File: config.mk
export PLATFORM = sky130hd
export DESIGN_NAME = sobel_kernel
export DESIGN_NICKNAME = d
export VERILOG_FILES = /design/src/rtl/sobel_kernel.sv
export SDC_FILE = /design/constraint.sdc
export NUM_CORES = 1
export LEC_CHECK = 0
export BUFFER_PORTS_ARGS = -buffer_cell sky130_fd_sc_hd__buf_2
export CORE_MARGIN = 5
export CORE_UTILIZATION = 43
export CTS_CLUSTER_DIAMETER = 30
export CTS_CLUSTER_SIZE = 24
export DETAILED_ROUTE_END_ITERATION = 10
export GPL_TIMING_DRIVEN = 0
export REMOVE_ABC_BUFFERS = 1
export SETUP_SLACK_MARGIN = 0.3
export SLEW_MARGIN = 30
export SYNTH_ARGS = -nofsm -noshare
export SYNTH_HDL_FRONTEND = slang
export SYNTH_SLANG_ARGS = --single-unit
File: constraint.sdc
create_clock -name clk -period 10.7 [get_ports clk]
set_clock_uncertainty 0.2 [all_clocks]
set_input_delay 2.14 -clock clk [delete_from_list [all_inputs] [get_ports clk]]
set_output_delay 2.14 -clock clk [all_outputs]
set_load 0.05 [all_outputs]
File: src/rtl/sobel_kernel.sv
`default_nettype none
// ============================================================================
// sobel_kernel : 3x3 column window + 3-stage |Gx|+|Gy| Sobel pipeline.
// Optional macro SOBEL_THRESH_EN turns the output into a binary edge map.
// Revision: 1.0
// ============================================================================
module sobel_kernel #(
    parameter int PIX_W       = 8,
    parameter int WIDTH_SOBEL = 8,
    parameter int THRESH      = 100
) (
    input  logic             clk,
    input  logic             rst,
    input  logic             frame_start,
    input  logic             line_start,
    input  logic             sobel_pulse,
    input  logic [PIX_W-1:0] pix_top,
    input  logic [PIX_W-1:0] pix_mid,
    input  logic [PIX_W-1:0] pix_bot,
    output logic             edge_valid,
    output logic [PIX_W-1:0] edge_pix,
    output logic             edge_last,
    output logic             frame_done
);

    localparam int         GW      = PIX_W + 3;
    localparam int         PIX_MAX = (1 << PIX_W) - 1;
    localparam logic [8:0] WIDTH_C = 9'(WIDTH_SOBEL);

    if ((THRESH < 0) || (THRESH > (1 << GW) - 1)) begin : g_thresh_range
        $error("sobel_kernel: THRESH out of range");
    end

    // a + 2b + c, zero-extended into the gradient width
    function automatic logic [GW-1:0] sum3(input logic [PIX_W-1:0] a,
                                           input logic [PIX_W-1:0] b,
                                           input logic [PIX_W-1:0] c);
        return {3'b000, a} + {2'b00, b, 1'b0} + {3'b000, c};
    endfunction

    function automatic logic [GW-1:0] abs_s(input logic [GW-1:0] v);
        return v[GW-1] ? (~v + GW'(1)) : v;
    endfunction

    // Window: index 0 is the oldest column, index 2 the newest
    logic [2:0][PIX_W-1:0] top_q, top_d, mid_q, mid_d, bot_q, bot_d;
    logic [8:0]            col_cnt_q, col_cnt_d;
    logic [1:0]            line_cnt_q, line_cnt_d;

    logic          v1_q, v1_d, last1_q, last1_d, fd1_q, fd1_d;
    logic [GW-1:0] gx_q, gx_d, gy_q, gy_d;
    logic          v2_q, v2_d, last2_q, last2_d, fd2_q, fd2_d;
    logic [GW-1:0] mag_q, mag_d;
    logic             edge_valid_q, edge_valid_d, edge_last_q, edge_last_d;
    logic             frame_done_q, frame_done_d;
    logic [PIX_W-1:0] edge_pix_q, edge_pix_d;

    logic clr, accept;

    always_comb begin
        top_d      = top_q;
        mid_d      = mid_q;
        bot_d      = bot_q;
        col_cnt_d  = col_cnt_q;
        line_cnt_d = line_cnt_q;
        clr        = frame_start | line_start;
        accept     = sobel_pulse && (clr || (col_cnt_q < WIDTH_C));

        if (clr) begin
            top_d     = '0;
            mid_d     = '0;
            bot_d     = '0;
            col_cnt_d = '0;
            if (frame_start)
                line_cnt_d = 2'd0;
            else if (line_cnt_q != 2'd3)
                line_cnt_d = line_cnt_q + 2'd1;
        end
        if (accept) begin
            top_d     = {pix_top, top_d[2:1]};
            mid_d     = {pix_mid, mid_d[2:1]};
            bot_d     = {pix_bot, bot_d[2:1]};
            col_cnt_d = col_cnt_d + 9'd1;
        end

        // A load coinciding with a clear leaves col_cnt at 1, so it never issues
        v1_d    = accept && (col_cnt_d >= 9'd3);
        last1_d = v1_d && (col_cnt_d == WIDTH_C);
        fd1_d   = last1_d && (line_cnt_q == 2'd3);
        gx_d    = sum3(top_d[2], mid_d[2], bot_d[2]) - sum3(top_d[0], mid_d[0], bot_d[0]);
        gy_d    = sum3(top_d[0], top_d[1], top_d[2]) - sum3(bot_d[0], bot_d[1], bot_d[2]);

        v2_d    = v1_q;
        last2_d = last1_q;
        fd2_d   = fd1_q;
        mag_d   = abs_s(gx_q) + abs_s(gy_q);

        edge_valid_d = v2_q;
        edge_last_d  = v2_q && last2_q;
        frame_done_d = v2_q && fd2_q;
`ifdef SOBEL_THRESH_EN
        edge_pix_d = (mag_q >= GW'(THRESH)) ? {PIX_W{1'b1}} : '0;
`else
        edge_pix_d = (mag_q > GW'(PIX_MAX)) ? {PIX_W{1'b1}} : mag_q[PIX_W-1:0];
`endif
    end

    always_ff @(posedge clk) begin
        if (rst) begin
            top_q        <= '0;
            mid_q        <= '0;
            bot_q        <= '0;
            col_cnt_q    <= '0;
            line_cnt_q   <= '0;
            v1_q         <= 1'b0;
            last1_q      <= 1'b0;
            fd1_q        <= 1'b0;
            gx_q         <= '0;
            gy_q         <= '0;
            v2_q         <= 1'b0;
            last2_q      <= 1'b0;
            fd2_q        <= 1'b0;
            mag_q        <= '0;
            edge_valid_q <= 1'b0;
            edge_last_q  <= 1'b0;
            frame_done_q <= 1'b0;
            edge_pix_q   <= '0;
        end else begin
            top_q        <= top_d;
            mid_q        <= mid_d;
            bot_q        <= bot_d;
            col_cnt_q    <= col_cnt_d;
            line_cnt_q   <= line_cnt_d;
            v1_q         <= v1_d;
            last1_q      <= last1_d;
            fd1_q        <= fd1_d;
            gx_q         <= gx_d;
            gy_q         <= gy_d;
            v2_q         <= v2_d;
            last2_q      <= last2_d;
            fd2_q        <= fd2_d;
            mag_q        <= mag_d;
            edge_valid_q <= edge_valid_d;
            edge_last_q  <= edge_last_d;
            frame_done_q <= frame_done_d;
            edge_pix_q   <= edge_pix_d;
        end
    end

    assign edge_valid = edge_valid_q;
    assign edge_pix   = edge_pix_q;
    assign edge_last  = edge_last_q;
    assign frame_done = frame_done_q;

endmodule
`default_nettype wire

==> impl_metrics.yaml, run 1 <==
outcome:
  status: "complete, no violations"
worst_setup_path:
  worstPathCellList: "buf_2 > or2_2 > buf_12 > a22oi_2 > buf_6 > buf_6 > mux2i_1 > nor2_1 > fa_1 > fa_1 > fa_1 > inv_1 > fa_1 > a21o_1 > a21oi_1 > o21ai_0 > o41ai_1 > xor2_1 > nor2_1"
  crit_type: "in2reg"
  cpMostUsedCell: "fa_1"
  ff2ff_setup_slack_ns: 5.22
  cp_max_fo: 31
  max_stage_delay_ns: 0.55
  required_ns: 10.80
  path_buf_inv: 5
  start_kind: "input pin"
  end_kind: "flop"
  crit_family: "adder cells"
  slowest_stage: "fa_1"
  worstPathArrival_ns: 7.18
routing:
  vias: 5615
  wl_per_cell_um: 13.0
  viasPerCell: 4.89
  wirelength_um: 14900
  antenna_left: 0
  drtIter0Drc: 228
  drcViolationCount: 0
  drt-pass1-iter-count: 4
logic_synthesis:
  synthesis.area_um2: 7880
  ys_ff_latch: 133
  ys_warn_count: 0
  synth_cells: 876
  seq_area_frac_synth_pct: 33.8
  synth_ff_type: "dfxtp_1"
  syn_avg_cell_area_um2: 8.99
  synth_edf_count: 0
  yosysUniqueCellTypes: 56
  async_flop_share_pct: 0
final_layout:
  final_area_um2: 9000
  syn2layout_area_growth_pct: 14.3
  finalNonFillerCells: 1149
  nets: 1035
  multi_input_area_um2: 4680
  antenna_cells: 0
  ff_latch_area_um2: 2660
  postLayoutCoreUtil_pct: 49.9
  drive_gt1_share_pct: 10.4
  fillers: 1725
placed_design:
  placed_area_um2: 8360
  pre_cts_ws_ns: 3.16
  port_buffers: 39
  place_hpwl_um: 11200
  dpl.cell_count: 1117
  gp_congestion: 0.758
pwr:
  total_power_mw: 1.93
  peakVddDrop_uv: 129
  cellLeakagePower_nw: 4.06
  p_per_area_nw_per_um2: 214
timing:
  drv_slew: 0
  whs_ns: 0.224
  tns_ns: 0
  slew_headroom_pct: 68.4
  tightest_slew_ns: 0.473
  fin_crit_sh_pct: 66.2
  setup_viol: 0
  timing.fmax_mhz: 141
  layout_setup_ws_ns: 3.62
  hold_viol: 0
  rsz0062_at_grt: "false"
  min_period_ns: 7.08
global_routing:
  antenna_found_initial: 0
  first_global_vias: 5772
  grt_use_total_pct: 15.3
  grt_max_degree: 53
  grt_pass1_wl_um: 27300
  grt_remaining_overflow: 0
clocking:
  h-tree-depth: 4
  cts_resized: 0
  cts-root-buf: "clkbuf_16"
  cts_buffer_depth: 2
  clock-sinks: 133
  post-cts-setup-buffer-count: 0
  cts_tree: "built"
  clk_latency_ns: 0.42
  cts_buffers: 17
  clkTransAtPathRegs_ns: 0.06
  cts_hold_buffers: 0
floorplan:
  chipWidth_um: 145
  die_y_um: 145
  die_area_um2: 21100
  num_rows: 49
  core_um2: 18000
  io_pins: 40
  initial_core_util_pct: 43.7
job:
  cap_violations: 0
min_path:
  min_path_type: "reg2reg"
sequential cells by signal, summed over array words and instances, names as in the netlist:
register and cells:
fd2_q 1, col_cnt_q 9, last2_q 1, top_q 24
mid_q 24, edge_last 1, gy_q 11, line_cnt_q 2
gx_q 11, v1_q 1, edge_pix 8, edge_valid_d 1
edge_valid 1, bot_q 24, fd1_q 1, frame_done 1
mag_q 11, last1_q 1
worst register-to-register path, stage by stage (launching register included):
cell and delay (ns):
dfxtp_1 0.38, nor4b_4 0.42, a22o_4 0.36, buf_12 0.26, mux2i_1 0.39, xnor2_1 0.16
nor2_1 0.05, ha_1 0.29, fa_1 0.53, inv_1 0.06, fa_1 0.53, inv_1 0.04
ha_1 0.30, nor2b_1 0.15, o21a_1 0.16, nor2_1 0.20, o21ai_0 0.16, o41ai_1 0.32
mux2_2 0.39
worst paths after layout:
kind         depth (start not counted)   endpoint         start
max reg2reg                         18    gx_q[9]  col_cnt_q[3]
max                                 19    gy_q[9]    line_start
min                                  1  edge_last       last2_q
min reg2reg                          1  edge_last       last2_q
cells by family after synthesis:
family / count (synthesis) / share of synthesized area (%)
buf+inv: 136 / 7.05
mux: 45 / 5.96
simple gates: 308 / 18.1
xor+xnor: 38 / 4.23
flops: 133 / 33.8
fa+ha+maj: 99 / 21.2
compound gates: 117 / 9.64
report_power, final:
part           internal [mW]  switching, mW
combinational          0.309          0.390
clock                  0.409          0.218
sequential             0.561         0.0395
synthesized netlist by cell type, types with 3 or more instances:
library cell / number / area (µm²)
nor2_1: 138 / 518
dfxtp_1: 133 / 2660
inv_1: 99 / 372
nand2_1: 63 / 236
fa_1: 57 / 1140
a21oi_1: 46 / 230
ha_1: 42 / 526
mux2i_1: 41 / 410
xnor2_1: 29 / 254
clkbuf_1: 24 / 90.1
nor2b_1: 20 / 125
nand2b_1: 18 / 113
o21ai_0: 18 / 90.1
and3_1: 16 / 100
nand3_1: 13 / 65.1
nor3_1: 12 / 60.1
and2_1: 10 / 62.6
xor2_1: 9 / 78.8
a21o_1: 8 / 60.1
o21a_1: 8 / 60.1
a211oi_1: 6 / 45.0
buf_2: 6 / 30.0
nand4_1: 5 / 31.3
o41ai_1: 5 / 43.8
buf_6: 4 / 45.0
a211o_1: 3 / 26.3
o31ai_1: 3 / 22.5
or3_1: 3 / 18.8
cell usage in the layout, fill, tap and decap left out, types with 18 or more instances in the layout:
master,count
nor2b_1,20
mux2i_1,41
ha_1,42
xnor2_1,29
nand2b_1,18
buf_2,38
nor2_1,137
inv_1,99
a21oi_1,46
nand2_1,63
o21ai_0,18
dfxtp_1,133
fa_1,57
layer usage:
layer	vias to the layer above	GRT usage [%]	share of wire, %
li1	2911	-	-
met1	2629	19.9	48
met2	57	25.6	47
met3	18	3.21	2.9
met4	0	5.08	1.6
met5	-	0	0
layout make-up:
cell class,count,share of cell area (%)
Clock inverter,11,1.90
Clock buffer,21,5.23
Tap cell,229,3.18
Sequential cell,133,29.6
Timing Repair Buffer,49,3.98
Inverter,99,4.13
Multi-Input combinational cell,607,52.0
No activity file was read; power rests on OpenSTA's default activity.
==> inputs of run 2 (changes only) <==
==> constraint.sdc (replaced) <==
create_clock -name clk -period 6.48 [get_ports clk]
set_clock_uncertainty 0.2 [all_clocks]
set_input_delay 1.296 -clock clk [delete_from_list [all_inputs] [get_ports clk]]
set_output_delay 1.296 -clock clk [all_outputs]
set_load 0.05 [all_outputs]
==> run 2 against run 1 <==
Compared with the run above: non-clock buffer count grew 2; total power up 67%; combinational power up 70%; largest power group unchanged; cell count up 0.17%; via count rose by 0.62%; hold slack about the same; sequential cell count stayed put; routed wire length grew 0.58%.
==> impl_metrics.yaml, run 2 (synthesized netlist as in run 1, its figures left out) <==
worst_setup_path:
  required_ns: 6.58
  cpMostUsedCell: "fa_1"
  slowest_stage: "fa_1"
  worstPathArrival_ns: 6.07
  cp_max_fo: 31
  max_stage_delay_ns: 0.55
  crit_type: "in2reg"
  end_kind: "flop"
  start_kind: "input pin"
  worstPathCellList: "buf_2 > or2_4 > buf_12 > a22oi_2 > buf_6 > buf_6 > mux2i_1 > nor2_1 > fa_1 > fa_1 > fa_1 > inv_1 > fa_1 > a21o_1 > a21oi_2 > o21ai_1 > o41ai_2 > xor2_1 > nor2_1"
routing:
  vias: 5650
  antenna_left: 0
  wl_per_cell_um: 13.0
  drcViolationCount: 0
  drt-pass1-iter-count: 4
  wirelength_um: 15000
  viasPerCell: 4.91
  drtIter0Drc: 231
clocking:
  clkTransAtPathRegs_ns: 0.06
  cts_buffer_depth: 2
  cts_hold_buffers: 0
  cts_buffers: 17
  clk_latency_ns: 0.42
  cts_tree: "built"
  cts-root-buf: "clkbuf_16"
  clock-sinks: 133
  h-tree-depth: 4
pwr:
  cellLeakagePower_nw: 4.08
  peakVddDrop_uv: 213
  p_per_area_nw_per_um2: 354
outcome:
  status: "complete, no violations"
timing:
  tightest_slew_ns: 0.470
  rsz0062_at_grt: "true"
  slew_headroom_pct: 68.6
  min_period_ns: 5.97
  timing.fmax_mhz: 167
  hold_viol: 0
  layout_setup_ws_ns: 0.507
  whs_ns: 0.224
  drv_slew: 0
  setup_viol: 0
  fin_crit_sh_pct: 92.2
global_routing:
  grt_remaining_overflow: 0
  grt_pass1_wl_um: 27300
  globalRouteMet3Util_pct: 3.21
  first_global_vias: 5783
  busiest_layer: "met2"
  antenna_found_initial: 0
  grt_use_total_pct: 15.4
  grt_max_degree: 53
  grtUsageMet1_pct: 19.9
  met2_usage_pct: 25.7
floorplan:
  io_pins: 40
  chipWidth_um: 145
  initial_core_util_pct: 43.7
  die_area_um2: 21100
  core_um2: 18000
  num_rows: 49
  die_y_um: 145
min_path:
  min_path_type: "reg2reg"
placed_design:
  place_hpwl_um: 11200
  port_buffers: 39
  placed_area_um2: 8360
  pre_cts_ws_ns: -0.212
  gp_congestion: 0.758
final_layout:
  fillers: 1721
  syn2layout_area_growth_pct: 15.2
  nets: 1037
  final_common_cell: "nor2_1"
  postLayoutCoreUtil_pct: 50.3
  ff_latch_area_um2: 2660
  largest_registers: "bot_q x24, mid_q x24, top_q x24"
  multi_input_area_um2: 4730
  final_cell_mix: "nor2_1, dfxtp_1, inv_1, nand2_1, fa_1"
  final_area_um2: 9070
  antenna_cells: 0
  drive_gt1_share_pct: 11.6
job:
  cap_violations: 0
## run 2: area by class of cell
class	count	share of cell area [%]
Multi-Input combinational cell	607	52.2
Timing Repair Buffer	51	4.15
Clock inverter	11	1.89
Tap cell	229	3.16
Inverter	99	4.10
Clock buffer	21	5.19
Sequential cell	133	29.3
## run 2: report_power, final
group	switching, mW	internal [mW]
clock network	0.359	0.676
registers	0.0648	0.927
logic	0.660	0.526
total	1.08	2.13
## run 2: what timing repair did
item / in CTS / in global routing
endpoints found under the setup margin: 3 / 6
setup buffers: 1 / 1
pin swaps: 2 / 1
resized for setup: 3 / 11
## run 2: per-layer routing
metal	share of wire, %	routed length (µm)
met3	3.0	444
met2	47	7080
met4	1.6	241
met1	48	7250
met5	0	0
## run 2: path summary, 6_finish.rpt
path | depth (start not counted) | startpoint | slack (ns) | end
worst max register to register | 18 | col_cnt_q[3] | 1.21 | gx_q[9]
worst min register to register | 1 | last2_q | 0.22 | edge_last
worst min-delay path | 1 | last2_q | 0.22 | edge_last
worst max-delay path | 19 | line_start | 0.51 | gy_q[9]
## run 2: worst max-delay path: cells and delay by family
kind / cells / cell delay (ns)
buffers and inverters: 5 / 0.77
XOR/XNOR: 1 / 0.18
adder cells (fa/ha/maj): 4 / 2.03
multiplexers: 1 / 0.25
AO/OA/AOI/OAI: 5 / 1.11
AND/OR/NAND/NOR: 3 / 0.43
## run 2: stage by stage
step	cells	total power, mW	TNS (ns)
finish	1151	3.21	0
global route	1151	3.47	0
CTS	1150	3.23	0
detailed placement	1117	2.17	-0.610
global placement	1107	2.16	-163.12
floorplan	839	1.93	-37.90
